## config.mk

```make
export PLATFORM = sky130hd
export DESIGN_NAME = mux_share_sched
export DESIGN_NICKNAME = d
export VERILOG_FILES = /design/src/rtl/mux_share_sched.sv
export SDC_FILE = /design/constraint.sdc
export NUM_CORES = 1
export LEC_CHECK = 0
export ABC_AREA = 1
export BUFFER_PORTS_ARGS = -buffer_cell sky130_fd_sc_hd__buf_2
export CAP_MARGIN = 20
export CORE_ASPECT_RATIO = 1.2
export CORE_MARGIN = 1.5
export CORE_UTILIZATION = 25
export DETAILED_ROUTE_END_ITERATION = 8
export GPL_TIMING_DRIVEN = 0
export HOLD_SLACK_MARGIN = 0.02
export REMOVE_ABC_BUFFERS = 1
export SETUP_SLACK_MARGIN = 0.05
export SLEW_MARGIN = 30
export SYNTH_ARGS = -nofsm -noshare
export SYNTH_HDL_FRONTEND = slang
export SYNTH_SLANG_ARGS = --single-unit
```

## constraint.sdc

```tcl
create_clock -name clk -period 1.85 [get_ports clk]
set_input_delay 0.185 -clock clk [delete_from_list [all_inputs] [get_ports clk]]
set_output_delay 0.185 -clock clk [all_outputs]
set_load 0.05 [all_outputs]
```

## src/rtl/mux_share_sched.sv

```systemverilog
// -----------------------------------------------------------------------------
// mux_share_sched
//
// Schedules a single shared 16:1 bit-select mux between NREQ single-bit read
// requesters and a full-word scan engine. The mux sits outside this block; it
// receives mux_sel and returns mux_out MUX_LATENCY edges after a select change.
// Each issued select is followed through the mux pipeline by a token. When a
// token retires, the returned bit becomes either a tagged response or one bit
// of the scan word.
//
// Optional feature (macro MUX_SHARE_SCHED_STARVE_EN):
//   Each requester gets a 4-bit wait counter. A requester whose counter has
//   reached 15 is granted ahead of round-robin order and ahead of a pending
//   scan_start. A scan_start deferred this way is remembered until it is taken.
//
// Ports:
//   clk, rst        clock, synchronous active-high reset
//   req, req_idx    per-requester request and 4-bit bit index
//   gnt             one-hot grant (combinational, valid in the accept cycle)
//   mux_sel         registered select to the shared mux
//   mux_out         bit returned by the shared mux
//   rsp_valid/id/bit  response pulse, owner ID and data bit
//   scan_start      pulse that requests a full 16-bit scan
//   scan_busy       high from scan accept until scan_done
//   scan_word       assembled scan result
//   scan_done       one-cycle pulse, scan_word complete
// -----------------------------------------------------------------------------
module mux_share_sched #(
  parameter int NREQ        = 4,
  parameter int ID_W        = 2,
  parameter int MUX_LATENCY = 2
) (
  input  logic              clk,
  input  logic              rst,
  input  logic [NREQ-1:0]   req,
  input  logic [NREQ*4-1:0] req_idx,
  output logic [NREQ-1:0]   gnt,
  output logic [3:0]        mux_sel,
  input  logic              mux_out,
  output logic              rsp_valid,
  output logic [ID_W-1:0]   rsp_id,
  output logic              rsp_bit,
  input  logic              scan_start,
  output logic              scan_busy,
  output logic [15:0]       scan_word,
  output logic              scan_done
);

  localparam int DEPTH = MUX_LATENCY + 1;

  typedef enum logic [1:0] {ARB = 2'd0, SCAN_ISSUE = 2'd1, SCAN_DRAIN = 2'd2} state_e;

  // One entry per select still travelling through the external mux.
  typedef struct packed {
    logic            valid;
    logic            scan;
    logic [ID_W-1:0] id;
    logic [3:0]      idx;
  } token_t;

  state_e          state_q, state_d;
  logic [ID_W-1:0] rr_ptr_q, rr_ptr_d;
  logic [3:0]      cnt_q, cnt_d;
  logic [3:0]      mux_sel_q, mux_sel_d;
  token_t          pipe_q [DEPTH];
  token_t          pipe_d [DEPTH];
  logic            rsp_valid_q, rsp_valid_d;
  logic [ID_W-1:0] rsp_id_q, rsp_id_d;
  logic            rsp_bit_q, rsp_bit_d;
  logic            scan_busy_q, scan_busy_d;
  logic [15:0]     scan_word_q, scan_word_d;
  logic            scan_done_q, scan_done_d;

  logic            rr_found_s;
  logic [ID_W-1:0] rr_pick_s;
  logic            grant_any_s;
  logic [ID_W-1:0] grant_id_s;
  logic            scan_accept_s;
  logic            scan_req_s;
  logic [NREQ-1:0] gnt_s;
  token_t          new_tok_s;
  token_t          retire_s;

`ifdef MUX_SHARE_SCHED_STARVE_EN
  logic [3:0]      wait_q [NREQ];
  logic [3:0]      wait_d [NREQ];
  logic            scan_pend_q, scan_pend_d;
  logic            starve_found_s;
  logic [ID_W-1:0] starve_pick_s;

  assign scan_req_s = scan_start | scan_pend_q;

  // Starvation detect (lowest index first) and wait counter update.
  always_comb begin
    starve_found_s = 1'b0;
    starve_pick_s  = '0;
    for (int i = 0; i < NREQ; i++) begin
      wait_d[i] = wait_q[i];
      if (!starve_found_s && req[i] && (wait_q[i] == 4'd15)) begin
        starve_found_s = 1'b1;
        starve_pick_s  = ID_W'(i);
      end else begin
        starve_found_s = starve_found_s;
      end
      if (gnt_s[i]) begin
        wait_d[i] = 4'd0;
      end else if (req[i] && (wait_q[i] != 4'd15)) begin
        wait_d[i] = wait_q[i] + 4'd1;
      end else begin
        wait_d[i] = wait_q[i];
      end
    end
    // A scan_start pushed back by a starvation grant stays pending.
    scan_pend_d = (state_q == ARB) ? (scan_req_s & ~scan_accept_s) : 1'b0;
  end
`else
  assign scan_req_s = scan_start;
`endif

  // Round-robin search starting at rr_ptr and wrapping at NREQ.
  always_comb begin : rr_search
    int sum;
    logic [ID_W-1:0] pos;
    sum        = 0;
    pos        = '0;
    rr_found_s = 1'b0;
    rr_pick_s  = '0;
    for (int k = 0; k < NREQ; k++) begin
      sum = int'(rr_ptr_q) + k;
      sum = (sum >= NREQ) ? (sum - NREQ) : sum;
      pos = ID_W'(sum);
      if (!rr_found_s && req[pos]) begin
        rr_found_s = 1'b1;
        rr_pick_s  = pos;
      end else begin
        rr_found_s = rr_found_s;
      end
    end
  end

  // Grant decision for this cycle; a scan request outranks plain requests.
  always_comb begin
    grant_any_s   = 1'b0;
    grant_id_s    = '0;
    scan_accept_s = 1'b0;
    if (!rst && (state_q == ARB)) begin
`ifdef MUX_SHARE_SCHED_STARVE_EN
      if (starve_found_s) begin
        grant_any_s = 1'b1;
        grant_id_s  = starve_pick_s;
      end else if (scan_req_s) begin
        scan_accept_s = 1'b1;
      end else if (rr_found_s) begin
        grant_any_s = 1'b1;
        grant_id_s  = rr_pick_s;
      end else begin
        grant_any_s = 1'b0;
      end
`else
      if (scan_req_s) begin
        scan_accept_s = 1'b1;
      end else if (rr_found_s) begin
        grant_any_s = 1'b1;
        grant_id_s  = rr_pick_s;
      end else begin
        grant_any_s = 1'b0;
      end
`endif
    end else begin
      grant_any_s = 1'b0;
    end
    gnt_s = '0;
    if (grant_any_s) begin
      gnt_s[grant_id_s] = 1'b1;
    end else begin
      gnt_s = '0;
    end
  end

  assign retire_s = pipe_q[DEPTH-1];

  // FSM next state, select issue, token pipe shift and retire handling.
  always_comb begin
    state_d     = state_q;
    rr_ptr_d    = rr_ptr_q;
    cnt_d       = cnt_q;
    mux_sel_d   = mux_sel_q;
    scan_busy_d = scan_busy_q;
    scan_word_d = scan_word_q;
    scan_done_d = 1'b0;
    new_tok_s   = '0;

    case (state_q)
      ARB: begin
        if (scan_accept_s) begin
          state_d     = SCAN_ISSUE;
          scan_busy_d = 1'b1;
          cnt_d       = 4'd0;
        end else if (grant_any_s) begin
          mux_sel_d       = req_idx[{grant_id_s, 2'b00} +: 4];
          rr_ptr_d        = (grant_id_s == ID_W'(NREQ - 1)) ? '0 : grant_id_s + ID_W'(1);
          new_tok_s.valid = 1'b1;
          new_tok_s.scan  = 1'b0;
          new_tok_s.id    = grant_id_s;
          new_tok_s.idx   = req_idx[{grant_id_s, 2'b00} +: 4];
        end else begin
          mux_sel_d = mux_sel_q;
        end
      end
      SCAN_ISSUE: begin
        mux_sel_d       = cnt_q;
        new_tok_s.valid = 1'b1;
        new_tok_s.scan  = 1'b1;
        new_tok_s.idx   = cnt_q;
        cnt_d           = cnt_q + 4'd1;
        if (cnt_q == 4'd15) begin
          state_d = SCAN_DRAIN;
        end else begin
          state_d = SCAN_ISSUE;
        end
      end
      SCAN_DRAIN: begin
        // Bit 15 is always the last scan token out of the pipe.
        if (retire_s.valid && retire_s.scan && (retire_s.idx == 4'd15)) begin
          state_d     = ARB;
          scan_busy_d = 1'b0;
          scan_done_d = 1'b1;
        end else begin
          state_d = SCAN_DRAIN;
        end
      end
      default: begin
        state_d = ARB;
      end
    endcase

    pipe_d[0] = new_tok_s;
    for (int k = 1; k < DEPTH; k++) begin
      pipe_d[k] = pipe_q[k-1];
    end

    rsp_valid_d = retire_s.valid & ~retire_s.scan;
    rsp_id_d    = rsp_valid_d ? retire_s.id : rsp_id_q;
    rsp_bit_d   = rsp_valid_d ? mux_out : rsp_bit_q;
    if (retire_s.valid && retire_s.scan) begin
      scan_word_d[retire_s.idx] = mux_out;
    end else begin
      scan_word_d = scan_word_d;
    end
  end

  // State and output registers with synchronous reset.
  always_ff @(posedge clk) begin
    if (rst) begin
      state_q     <= ARB;
      rr_ptr_q    <= '0;
      cnt_q       <= 4'd0;
      mux_sel_q   <= 4'd0;
      rsp_valid_q <= 1'b0;
      rsp_id_q    <= '0;
      rsp_bit_q   <= 1'b0;
      scan_busy_q <= 1'b0;
      scan_word_q <= 16'd0;
      scan_done_q <= 1'b0;
      for (int k = 0; k < DEPTH; k++) begin
        pipe_q[k] <= '0;
      end
`ifdef MUX_SHARE_SCHED_STARVE_EN
      scan_pend_q <= 1'b0;
      for (int i = 0; i < NREQ; i++) begin
        wait_q[i] <= 4'd0;
      end
`endif
    end else begin
      state_q     <= state_d;
      rr_ptr_q    <= rr_ptr_d;
      cnt_q       <= cnt_d;
      mux_sel_q   <= mux_sel_d;
      rsp_valid_q <= rsp_valid_d;
      rsp_id_q    <= rsp_id_d;
      rsp_bit_q   <= rsp_bit_d;
      scan_busy_q <= scan_busy_d;
      scan_word_q <= scan_word_d;
      scan_done_q <= scan_done_d;
      for (int k = 0; k < DEPTH; k++) begin
        pipe_q[k] <= pipe_d[k];
      end
`ifdef MUX_SHARE_SCHED_STARVE_EN
      scan_pend_q <= scan_pend_d;
      for (int i = 0; i < NREQ; i++) begin
        wait_q[i] <= wait_d[i];
      end
`endif
    end
  end

  assign gnt       = gnt_s;
  assign mux_sel   = mux_sel_q;
  assign rsp_valid = rsp_valid_q;
  assign rsp_id    = rsp_id_q;
  assign rsp_bit   = rsp_bit_q;
  assign scan_busy = scan_busy_q;
  assign scan_word = scan_word_q;
  assign scan_done = scan_done_q;

endmodule
```

### Yosys cells after proc, flatten, opt, wreduce, memory -nomap -nowiden

Memory sizes are Yosys's and may differ from the RTL's.
Cells that the tools add are included.

* $add $sub $neg: 9
* multipliers: 0
* divide/modulo/power cells: 0
* magnitude comparators: 12
* equality and inequality tests: 9
* shifts and indexed selects: 1
* multiplexer cells: 59
* bitwise logic cells: 7
* reduce and logical (&&, ||, !) cells: 20

Operators by type and width (number)
* 8-bit two-way mux: 5
* 2-bit two-way mux: 16
* 4-bit case mux with 2 select lines: 3
* 1-bit two-way mux: 21
* 16-bit bitwise mux: 1
* 4-bit two-way mux: 4
* 16-bit by 5-bit indexed part select with 4-bit output: 1
* 2-bit by 3-bit less-than comparator with 1-bit output (second input constant): 5
* 3-bit >= comparator (second input constant): 3
* 3-bit AND reduction: 3
* 1-bit binary-select mux with 2-bit select: 4
* 4-bit equality test (second input constant): 2
* 1-bit logical AND: 8
* 2-bit != test (second input constant): 4
* 2-bit by 1-bit subtractor with 2-bit output (second input constant): 4
* 2-bit by 2-bit adder with 3-bit output (second input constant): 2
* 2-bit case mux with 3 select lines: 1
* 4-bit by 5-bit less-than comparator with 1-bit output (second input constant): 1
* 4-bit by 1-bit adder with 4-bit output (second input constant): 1
* 1-bit demux with 4-bit select: 1
* 2-bit equality test (second input constant): 2
* 4-bit by 1-bit >= comparator with 1-bit output (second input constant): 1
* 1-bit zero test: 4
* 2-bit case mux with 2 select lines: 1
* other kinds (14): 19

* flip-flop bits (word level): 34
* latch bits: 0
* memory bits (writable): 24
* ROM bits: 0
* input port bits: 24
* output and inout port bits: 30
* memories kept: 1

Memories
* pipe_q: words 3, width 8, read ports 3, clocked after memory_dff 0, wr ports 3, line 65 `token_t pipe_q [DEPTH];`

### Longest topological paths before layout

Gate-level depths: netlist (run 1).

* depth in word-level cells: 22
* mapped depth: 18
* gate-level depth less buffers: 15

### Worst setup path before layout (run 1)

Ideal clock, no wire load.

* kind: reg2reg
* from: register rr_ptr_q[0]
* to: register rr_ptr_q[0]
* library setup time: 0.168 ns
* arrival: 2.470 ns
* slack: -0.788 ns
* cell stages (with the launch flop): 17
* path buffers: 3
* path through: dfxtp_1 buf_6 inv_4 buf_12 nand2_1 nand3_1 nand2_2 inv_1 nand2_1 a21boi_4 nand2_4 buf_8 inv_1 ha_1 inv_1 nor2_1 a2111oi_2

* cells in the longest elaborated chain, start to end: 19

RTL lines
* start, declared: line 62 `logic [ID_W-1:0] rr_ptr_q, rr_ptr_d;`
* start signal, assigned: line 276 `rr_ptr_q <= rr_ptr_d;`
* parallel branches: the longest is 14 deep, another holds 2-bit by 1-bit adder with 3-bit output
* 2-bit two-way mux *: line 162 `end else if (rr_found_s) begin`
* 2-bit two-way mux *: line 160 `if (scan_req_s) begin`
* 2-bit two-way mux *: line 146 `if (!rst && (state_q == ARB)) begin`
* net grant_id_s[0]: line 77 `logic [ID_W-1:0] grant_id_s;`
* 2-bit by 1-bit adder with 2-bit output / 2-bit equality test (equally long branches): line 201 `rr_ptr_d = (grant_id_s == ID_W'(NREQ - 1)) ? '0 : grant_id_s + ID_W'(1);`
* 2-bit two-way mux *: line 201

Mark *: on every way through the listed nets, which the timed path passes. The select of a mux whose other input is x is not followed.
A chain may end at the register's enable or synchronous reset.

### Worst setup path after layout (run 1)

* from: register rr_ptr_q[0]
* to: output port gnt[3]

* cells in the longest elaborated chain, start to end: 22

RTL lines
* parallel branches: the longest is 14 deep, another holds 2-bit by 1-bit adder with 3-bit output
* 2-bit two-way mux *: line 162
* 2-bit two-way mux *: line 160
* 2-bit two-way mux *: line 146
* net grant_id_s[1]: line 77
* 2-bit by 3-bit less-than comparator with 1-bit output (implied by the code) / 2-bit by 1-bit >= comparator with 1-bit output (equally long branches): line 174 `gnt_s[grant_id_s] = 1'b1;`
* 1-bit logical AND (implied by the code): line 174
* 1-bit two-way mux (implied by the code): line 174
* 1-bit demux with 2-bit select *: line 174
* 4-bit two-way mux *: line 173 `if (grant_any_s) begin`
* end, declared: line 37 `output logic [NREQ-1:0] gnt,`

Marks and branches as above.

==> metrics.txt, run 1 <==
# TYPE chip_impl_metric gauge
chip_impl_info{name="synth_top_flop_cell",value="sky130_fd_sc_hd__dfxtp_1"} 1
chip_impl_metric{name="grt_pass1_vias",unit=""} 2420
chip_impl_metric{name="detail_route.wirelength.met1",unit="µm"} 2840
chip_impl_metric{name="final.min_clock_period",unit="ps"} 2330
chip_impl_metric{name="final-setup-viol-count",unit=""} 14
chip_impl_info{name="critPathLaunchType",value="flop"} 1
chip_impl_metric{name="core.rowCount",unit=""} 41
chip_impl_metric{name="area_delta_synth_final",unit="%"} 45.4
chip_impl_metric{name="global_route_wire_length_before_repair",unit="µm"} 11200
chip_impl_metric{name="totalNegativeSetupSlack",unit="ps"} -4200
chip_impl_metric{name="num_antenna_cells",unit=""} 0
chip_impl_metric{name="post-dp-hpwl",unit="µm"} 4100
chip_impl_metric{name="htree_levels",unit=""} 3
chip_impl_metric{name="via_count",unit=""} 2599
chip_impl_metric{name="grt_start_max_net_pins",unit=""} 40
chip_impl_metric{name="dp_slack",unit="ps"} -799
chip_impl_info{name="netlist.top_cell.by_area",value="sky130_fd_sc_hd__dfxtp_1"} 1
chip_impl_metric{name="clkSinkCount",unit=""} 58
chip_impl_metric{name="cp.arrival",unit="ps"} 2150
chip_impl_info{name="grt_setup_unrepaired",value="true"} 1
chip_impl_metric{name="highest_ir_drop_seen_on_vdd",unit="V"} 0.000352
chip_impl_metric{name="synth_area",unit="µm²"} 2650
chip_impl_metric{name="post_synth.cell_area_avg",unit="µm²"} 7.09
chip_impl_metric{name="design.core.area",unit="µm²"} 10400
chip_impl_metric{name="ys_ff_latch",unit=""} 58
chip_impl_info{name="highest_layer",value="met4"} 1
chip_impl_metric{name="wl",unit="µm"} 6560
chip_impl_metric{name="fin_worst_skew",unit="ps"} 6.03
chip_impl_metric{name="max_capacitance_violation_count",unit=""} 0
chip_impl_metric{name="grt_overflow_total",unit=""} 0
chip_impl_metric{name="io_buffers",unit=""} 53
chip_impl_metric{name="drt_pre_antenna_iters",unit=""} 4
chip_impl_metric{name="die_x",unit="µm"} 97.0
chip_impl_metric{name="synth_cell_type_count",unit=""} 26
chip_impl_metric{name="postSynthCellCount",unit=""} 374
chip_impl_metric{name="critical_path_peak_fanout",unit=""} 6
chip_impl_metric{name="yosysWarnings",unit=""} 0
chip_impl_info{name="worstHoldPathType",value="in -> reg"} 1
chip_impl_metric{name="grt.total_usage",unit="%"} 12.2
chip_impl_metric{name="floorplan.die_area",unit="µm²"} 11200
chip_impl_metric{name="clk_pin_slew_worst_paths",unit="ps"} 50
chip_impl_metric{name="synth-seq-area-share",unit="%"} 43.8
chip_impl_metric{name="timing.final.hold_violations",unit=""} 0
chip_impl_metric{name="clock_path_buffers",unit=""} 2
chip_impl_metric{name="final_min_period_over_clock_period",unit="%"} 126
chip_impl_metric{name="fillerInstances",unit=""} 1061
chip_impl_metric{name="route.antenna.remaining_nets",unit=""} 0
chip_impl_metric{name="synth_top_area_share",unit="%"} 43.8
chip_impl_metric{name="final_critical_path_setup_slack",unit="ps"} -484
chip_impl_metric{name="numCtsBuffers",unit=""} 9
chip_impl_metric{name="achievable-frequency",unit="GHz"} 0.428
chip_impl_metric{name="power_leakage",unit="nW"} 1.69
chip_impl_metric{name="clock_latency",unit="ps"} 310
chip_impl_metric{name="worstPathRequired",unit="ps"} 1660
chip_impl_metric{name="wl_met3",unit="µm"} 438
chip_impl_metric{name="die_h",unit="µm"} 116
chip_impl_metric{name="synth_enable_flop_cells",unit=""} 0
chip_impl_metric{name="drt_drc_violations_left",unit=""} 0
chip_impl_metric{name="ioPinCount",unit=""} 54
chip_impl_info{name="criticalPathCategory",value="reg -> out"} 1
chip_impl_metric{name="final-max-slew-violation-count",unit=""} 0
chip_impl_metric{name="maxSlewHeadroom",unit="%"} 44.6
chip_impl_metric{name="power.density_cell_area",unit="nW/µm²"} 891
chip_impl_metric{name="initial_utilization",unit="%"} 25.5
chip_impl_metric{name="initial_antenna_violation_count",unit=""} 0
chip_impl_info{name="root_buffer",value="sky130_fd_sc_hd__clkbuf_16"} 1
chip_impl_info{name="outcome",value="finished with violations"} 1
chip_impl_metric{name="gp_congestion",unit=""} 0.810
chip_impl_metric{name="met2_length",unit="µm"} 3190
chip_impl_info{name="tritoncts",value="yes"} 1
chip_impl_metric{name="num-nets-final",unit=""} 481
chip_impl_metric{name="async_flop_share",unit="%"} 0
chip_impl_info{name="worstSetupEndpointType",value="output pin"} 1
chip_impl_info{name="synth_area_leaders",value="sky130_fd_sc_hd__dfxtp_1 44%, sky130_fd_sc_hd__nand2_1 13%, sky130_fd_sc_hd__nand3_1 8.5%, sky130_fd_sc_hd__inv_1 6.8%, sky130_fd_sc_hd__nor2_1 6.7%"} 1
chip_impl_metric{name="dr.first_iter.drc_count",unit=""} 115
chip_impl_metric{name="routedWlPerCell",unit="µm"} 11.2
chip_impl_metric{name="drive_gt1_share",unit="%"} 37.6
chip_impl_metric{name="worst_slew_pin_slew",unit="ps"} 825
chip_impl_info{name="violated_checks",value="setup timing"} 1
chip_impl_metric{name="detail_route.vias_per_cell",unit=""} 4.44
-- synthesized netlist by cell type (5+ instances only) --
| cell | n |
|---|---|
| sky130_fd_sc_hd__a21oi_1 | 32 |
| sky130_fd_sc_hd__nand2_2 | 7 |
| sky130_fd_sc_hd__o21ai_0 | 12 |
| sky130_fd_sc_hd__nor2_1 | 47 |
| sky130_fd_sc_hd__nand2_1 | 89 |
| sky130_fd_sc_hd__dfxtp_1 | 58 |
| sky130_fd_sc_hd__nand3_1 | 45 |
| sky130_fd_sc_hd__nor3_1 | 5 |
| sky130_fd_sc_hd__ha_1 | 5 |
| sky130_fd_sc_hd__clkbuf_1 | 6 |
| sky130_fd_sc_hd__inv_1 | 48 |
-- critical path, cell delays in order (launching register included) --
cell,delay (ps)
sky130_fd_sc_hd__dfxtp_4,380
sky130_fd_sc_hd__buf_6,140
sky130_fd_sc_hd__nand2_4,50
sky130_fd_sc_hd__nand2_2,50
sky130_fd_sc_hd__nand2_2,80
sky130_fd_sc_hd__nand2_2,60
sky130_fd_sc_hd__nor2_4,150
sky130_fd_sc_hd__nand2_4,90
sky130_fd_sc_hd__nor2_4,100
sky130_fd_sc_hd__nor2_4,60
sky130_fd_sc_hd__nor2_4,200
sky130_fd_sc_hd__ha_4,160
sky130_fd_sc_hd__inv_2,40
sky130_fd_sc_hd__nor2_4,120
sky130_fd_sc_hd__buf_8,150
-- where the power goes --
part	total [mW]	switching (mW)	internal, mW
clock network	1.43	0.494	0.931
logic	0.683	0.438	0.246
registers	1.33	0.0298	1.30
total	3.44	0.962	2.47
-- cell type report --
type / instances / area (µm²) / share of cell area (%)
multi-input combinational: 254 / 1540 / 39.9
sequential: 58 / 1170 / 30.3
timing repair buffer: 78 / 514 / 13.3
clock buffer: 13 / 250 / 6.49
inverter: 51 / 209 / 5.42
tap: 129 / 161 / 4.19
clock inverter: 3 / 15.0 / 0.389
-- kinds of logic (layout without fill, tap and decap cells) --
| family | count (synthesis) | in the layout | synth area share (%) |
|---|---|---|---|
| buffers and inverters | 62 | 145 | 10.3 |
| DFF | 58 | 58 | 43.8 |
| adders and majority gates | 5 | 5 | 2.36 |
| AOI/OAI and AO/OA | 49 | 49 | 10.6 |
| and+or+nand+nor | 200 | 200 | 33.0 |
-- per-layer routing --
metal | up-vias | GRT usage (%)
li1 | 1339 | -
met4 | 0 | 3.96
met3 | 6 | 4.64
met2 | 88 | 20.6
met5 | - | 0
met1 | 1166 | 14.5
-- final timing paths --
check                                 from                       end  slack, ps  cells after the start
hold reg to reg    pipe_q[0][8]$_SDFF_PP0_  pipe_q[0][16]$_SDFF_PP0_        400                      2
setup reg to reg  rr_ptr_q[0]$_SDFFE_PP0P_  rr_ptr_q[0]$_SDFFE_PP0P_       -380                     17
hold / removal                  scan_start    scan_busy$_SDFFE_PP0P_        250                      3
setup / recovery  rr_ptr_q[0]$_SDFFE_PP0P_                    gnt[3]       -480                     14
-- registers in the layout, summed over array words and instances (netlist names) --
name and count:
mux_sel 4, rsp_bit 1, rr_ptr_q 2, scan_done 1, scan_busy 1, pipe_q 24, rsp_id 2, scan_word 16
cnt_q 4, state_q 2, rsp_valid 1
-- metrics by stage --
stage          power [mW]  instances  hold WS [ps]  util (%)  area (µm²)
2_1_floorplan        1.67        363           254         -        2580
3_3_place_gp         1.79        545           391      28.8        3000
3_5_place_dp         1.80        545           393      28.8        3000
4_1_cts              3.43        579           234      35.9        3730
5_1_grt              3.61        586           267      37.0        3860
6_report             3.44        586           254      37.0        3860
-- layout by cell type, fill, tap and decap left out, types with 2 or more instances in the layout --
cell type	synthesis	layout
sky130_fd_sc_hd__inv_4	2	2
sky130_fd_sc_hd__dfxtp_4	0	2
sky130_fd_sc_hd__buf_4	0	17
sky130_fd_sc_hd__nand3_2	2	12
sky130_fd_sc_hd__clkbuf_1	6	3
sky130_fd_sc_hd__clkbuf_16	0	9
sky130_fd_sc_hd__nor2_1	47	38
sky130_fd_sc_hd__dfxtp_1	58	56
sky130_fd_sc_hd__nand3_1	45	31
sky130_fd_sc_hd__a21oi_2	0	3
sky130_fd_sc_hd__nor3_1	5	3
sky130_fd_sc_hd__buf_6	1	11
sky130_fd_sc_hd__nand2_1	89	71
sky130_fd_sc_hd__nor2_4	2	8
sky130_fd_sc_hd__inv_2	1	9
sky130_fd_sc_hd__nand2_2	7	18
sky130_fd_sc_hd__a21oi_1	32	29
sky130_fd_sc_hd__ha_4	0	4
sky130_fd_sc_hd__clkinv_2	0	3
sky130_fd_sc_hd__nand3_4	0	4
sky130_fd_sc_hd__nor2_2	1	4
sky130_fd_sc_hd__o21ai_0	12	12
sky130_fd_sc_hd__buf_2	0	48
sky130_fd_sc_hd__inv_1	48	38
sky130_fd_sc_hd__nand2_4	2	8
-- what timing repair did --
| action | 4_1_cts | 5_1_grt |
|---|---|---|
| hold buffers | 0 | 0 |
| setup endpoints to repair | 15 | 21 |
| gates resized for setup | 93 | 21 |
| pin swaps | 30 | 16 |
| setup buffers | 19 | 10 |
Power figures use the tool's default switching activity.
==> run 2: changes to the inputs <==
--- a/config.mk
+++ b/config.mk
@@ -6,13 +6,12 @@
 export NUM_CORES = 1
 export LEC_CHECK = 0
 export ABC_AREA = 1
-export BUFFER_PORTS_ARGS = -buffer_cell sky130_fd_sc_hd__buf_2
+export BUFFER_PORTS_ARGS = -buffer_cell sky130_fd_sc_hd__buf_4
 export CAP_MARGIN = 20
 export CORE_ASPECT_RATIO = 1.2
 export CORE_MARGIN = 1.5
 export CORE_UTILIZATION = 25
 export DETAILED_ROUTE_END_ITERATION = 8
-export GPL_TIMING_DRIVEN = 0
 export HOLD_SLACK_MARGIN = 0.02
 export REMOVE_ABC_BUFFERS = 1
 export SETUP_SLACK_MARGIN = 0.05
==> metrics.txt, run 2 (synthesized netlist as in run 1, its figures left out) <==
# TYPE chip_impl_metric gauge
chip_impl_info{name="outcome",value="finished with violations"} 1
chip_impl_info{name="violated_checks",value="setup timing"} 1
chip_impl_metric{name="final-max-slew-violation-count",unit=""} 0
chip_impl_metric{name="initial_antenna_violation_count",unit=""} 0
chip_impl_metric{name="core.rowCount",unit=""} 41
chip_impl_metric{name="fillerInstances",unit=""} 1068
chip_impl_metric{name="grt.total_usage",unit="%"} 11.7
chip_impl_metric{name="final-setup-viol-count",unit=""} 14
chip_impl_metric{name="io_buffers",unit=""} 53
chip_impl_metric{name="floorplan.die_area",unit="µm²"} 11200
chip_impl_metric{name="worst_slew_pin_slew",unit="ps"} 534
chip_impl_metric{name="final_critical_path_setup_slack",unit="ps"} -477
chip_impl_metric{name="clock_latency",unit="ps"} 320
chip_impl_metric{name="fin_worst_skew",unit="ps"} 5.05
chip_impl_metric{name="num_antenna_cells",unit=""} 0
chip_impl_info{name="root_buffer",value="sky130_fd_sc_hd__clkbuf_16"} 1
chip_impl_info{name="registers.top_by_ff_count",value="pipe_q"} 1
chip_impl_info{name="most_common_library_cell_in_the_layout_ignoring_fill_and_taps",value="sky130_fd_sc_hd__nand2_1"} 1
chip_impl_metric{name="power.density_cell_area",unit="nW/µm²"} 952
chip_impl_info{name="critical_path.endpoint",value="gnt[1]"} 1
chip_impl_metric{name="drt_pre_antenna_iters",unit=""} 5
chip_impl_metric{name="grt_overflow_total",unit=""} 0
chip_impl_metric{name="wl",unit="µm"} 6380
chip_impl_metric{name="die_x",unit="µm"} 97.0
chip_impl_metric{name="detail_route.vias_per_cell",unit=""} 4.40
chip_impl_metric{name="power_leakage",unit="nW"} 1.71
chip_impl_info{name="crit-reg2reg-launch",value="rr_ptr_q[0]$_SDFFE_PP0P_"} 1
chip_impl_metric{name="post-dp-hpwl",unit="µm"} 4420
chip_impl_metric{name="finalCoreUtilization",unit="%"} 37.5
chip_impl_metric{name="grt_start_max_net_pins",unit=""} 39
chip_impl_info{name="crit_path_from",value="rr_ptr_q[0]$_SDFFE_PP0P_"} 1
chip_impl_metric{name="totalNegativeSetupSlack",unit="ps"} -2730
chip_impl_metric{name="drive_gt1_share",unit="%"} 34.8
chip_impl_metric{name="maxSlewHeadroom",unit="%"} 64.3
chip_impl_metric{name="rr_worst_depth",unit=""} 15
chip_impl_metric{name="clk_pin_slew_worst_paths",unit="ps"} 50
chip_impl_info{name="cp_cell_sequence",value="buf_6 -> nand2_2 -> nand3_2 -> nand2_2 -> nor2_4 -> nand3_4 -> nand2_4 -> nor2_2 -> nand2_4 -> ha_2 -> inv_1 -> nor2_2 -> buf_6"} 1
chip_impl_metric{name="via_count",unit=""} 2589
chip_impl_metric{name="achievable-frequency",unit="GHz"} 0.430
chip_impl_info{name="reg2reg_to",value="rr_ptr_q[0]$_SDFFE_PP0P_"} 1
chip_impl_metric{name="die_h",unit="µm"} 116
chip_impl_metric{name="area_delta_synth_final",unit="%"} 47.2
chip_impl_metric{name="max_stage_delay",unit="ps"} 350
chip_impl_info{name="tritoncts",value="yes"} 1
chip_impl_metric{name="route.antenna.remaining_nets",unit=""} 0
chip_impl_metric{name="highest_ir_drop_seen_on_vdd",unit="V"} 0.000447
chip_impl_metric{name="numCtsBuffers",unit=""} 9
chip_impl_info{name="critPathLaunchType",value="flop"} 1
chip_impl_info{name="worstSetupEndpointType",value="output pin"} 1
chip_impl_metric{name="post-route-cell-area",unit="µm²"} 3900
chip_impl_metric{name="dr.first_iter.drc_count",unit=""} 87
chip_impl_metric{name="ioPinCount",unit=""} 54
chip_impl_metric{name="drt_drc_violations_left",unit=""} 0
chip_impl_info{name="mostFrequentLayoutCells",value="77 x sky130_fd_sc_hd__nand2_1, 75 x sky130_fd_sc_hd__buf_4, 56 x sky130_fd_sc_hd__dfxtp_1"} 1
chip_impl_metric{name="worst_hold_path.num_cells",unit=""} 3
chip_impl_metric{name="global_route_wire_length_before_repair",unit="µm"} 10700
chip_impl_metric{name="cp.arrival",unit="ps"} 2140
chip_impl_info{name="gr-max-usage-layer",value="met2"} 1
chip_impl_metric{name="clkSinkCount",unit=""} 58
chip_impl_metric{name="grt_pass1_vias",unit=""} 2409
chip_impl_info{name="grt_setup_unrepaired",value="true"} 1
chip_impl_metric{name="timing.final.hold_violations",unit=""} 0
chip_impl_metric{name="critical_path_cell_count",unit=""} 13
chip_impl_metric{name="max_capacitance_violation_count",unit=""} 0
chip_impl_metric{name="worstPathBufferInverterCount",unit=""} 3
chip_impl_metric{name="num-nets-final",unit=""} 484
chip_impl_metric{name="grt_met2_usage",unit="%"} 19.5
chip_impl_metric{name="gp_congestion",unit=""} 0.756
chip_impl_metric{name="postPlaceCellArea",unit="µm²"} 3320
chip_impl_metric{name="clock_path_buffers",unit=""} 2
chip_impl_metric{name="design.core.area",unit="µm²"} 10400
chip_impl_metric{name="critical_path_peak_fanout",unit=""} 8
chip_impl_metric{name="global_route_track_usage_on_met1",unit="%"} 13.8
chip_impl_metric{name="final.min_clock_period",unit="ps"} 2330
chip_impl_info{name="cp_slowest_cell",value="sky130_fd_sc_hd__dfxtp_2"} 1
chip_impl_metric{name="htree_levels",unit=""} 3
chip_impl_metric{name="initial_utilization",unit="%"} 25.5
chip_impl_metric{name="final_min_period_over_clock_period",unit="%"} 126
chip_impl_info{name="worstHoldPathType",value="in -> reg"} 1
chip_impl_info{name="worst_path_dominant_cell_family",value="simple AND/OR/NAND/NOR gates"} 1
chip_impl_metric{name="setup.reg_to_reg.worst_slack",unit="ps"} -300
chip_impl_metric{name="worstPathRequired",unit="ps"} 1660
chip_impl_metric{name="routedWlPerCell",unit="µm"} 10.8
chip_impl_metric{name="met3_track_utilization_from_global_routing",unit="%"} 4.83
chip_impl_info{name="criticalPathCategory",value="reg -> out"} 1
chip_impl_metric{name="largest_register_ffs",unit=""} 24
## run 2: cell types whose count changed in the layout (fill, tap and decap cells not counted), moves of 4 or more
cell,before,now
sky130_fd_sc_hd__buf_4,17,75
sky130_fd_sc_hd__nand2_1,71,77
sky130_fd_sc_hd__nand2_2,18,14
sky130_fd_sc_hd__buf_6,11,5
sky130_fd_sc_hd__nand3_1,31,36
sky130_fd_sc_hd__buf_2,48,0
## run 2: power breakdown
| group | leakage (nW) | internal (mW) | switching, mW | total (mW) |
|---|---|---|---|---|
| logic | 1.08 | 0.242 | 0.407 | 0.649 |
| clock network | 0.156 | 1.21 | 0.540 | 1.75 |
| registers | 0.472 | 1.30 | 0.0234 | 1.32 |
| total | 1.71 | 2.75 | 0.971 | 3.72 |
## run 2: metal layers
metal	up-vias	share of wire, %
met5	-	0
met4	0	1.2
met3	9	6.9
met2	82	47
met1	1151	45
li1	1347	-
## run 2: cell type report
| cell class | instances | area [µm²] | area share (%) |
|---|---|---|---|
| Multi-Input combinational cell | 254 | 1420 | 36.4 |
| Sequential cell | 58 | 1170 | 29.9 |
| Timing Repair Buffer | 81 | 634 | 16.3 |
| Clock buffer | 11 | 243 | 6.22 |
| Inverter | 51 | 199 | 5.10 |
| Tap cell | 129 | 161 | 4.13 |
| Clock inverter | 5 | 77.6 | 1.99 |
## run 2: timing repair
action	in CTS	in global routing
cloned	0	0
hold buffers	0	0
setup endpoints to repair	14	14
gates resized for setup	41	29
setup buffers	2	3
pin swaps	19	13
## run 2: worst min-delay path, stage by stage
cell and delay (ps):
sky130_fd_sc_hd__buf_4 90, sky130_fd_sc_hd__nand3_1 110, sky130_fd_sc_hd__nand2_1 80
## run 2: worst min path at each step
stage / startpoint / endpoint / slack (ps)
4_1_cts: scan_start / scan_busy$_SDFFE_PP0P_ / 170
3_5_place_dp: pipe_q[0][12]$_SDFF_PP0_ / pipe_q[0][20]$_SDFF_PP0_ / 390
6_report: scan_start / scan_busy$_SDFFE_PP0P_ / 180
2_1_floorplan: rst / cnt_q[3]$_SDFFE_PP0P_ / 250
5_1_grt: scan_start / scan_busy$_SDFFE_PP0P_ / 180
3_3_place_gp: pipe_q[0][2]$_SDFF_PP0_ / pipe_q[0][10]$_SDFF_PP0_ / 390
## run 2: metrics by stage
step	hold slack [ps]	cells	setup slack, ps	power (mW)
floorplan	254	363	-733	1.67
global placement	389	570	-230	1.87
detailed placement	393	570	-294	1.88
CTS	166	587	-442	3.70
global route	183	589	-588	3.89
finish	179	589	-477	3.72
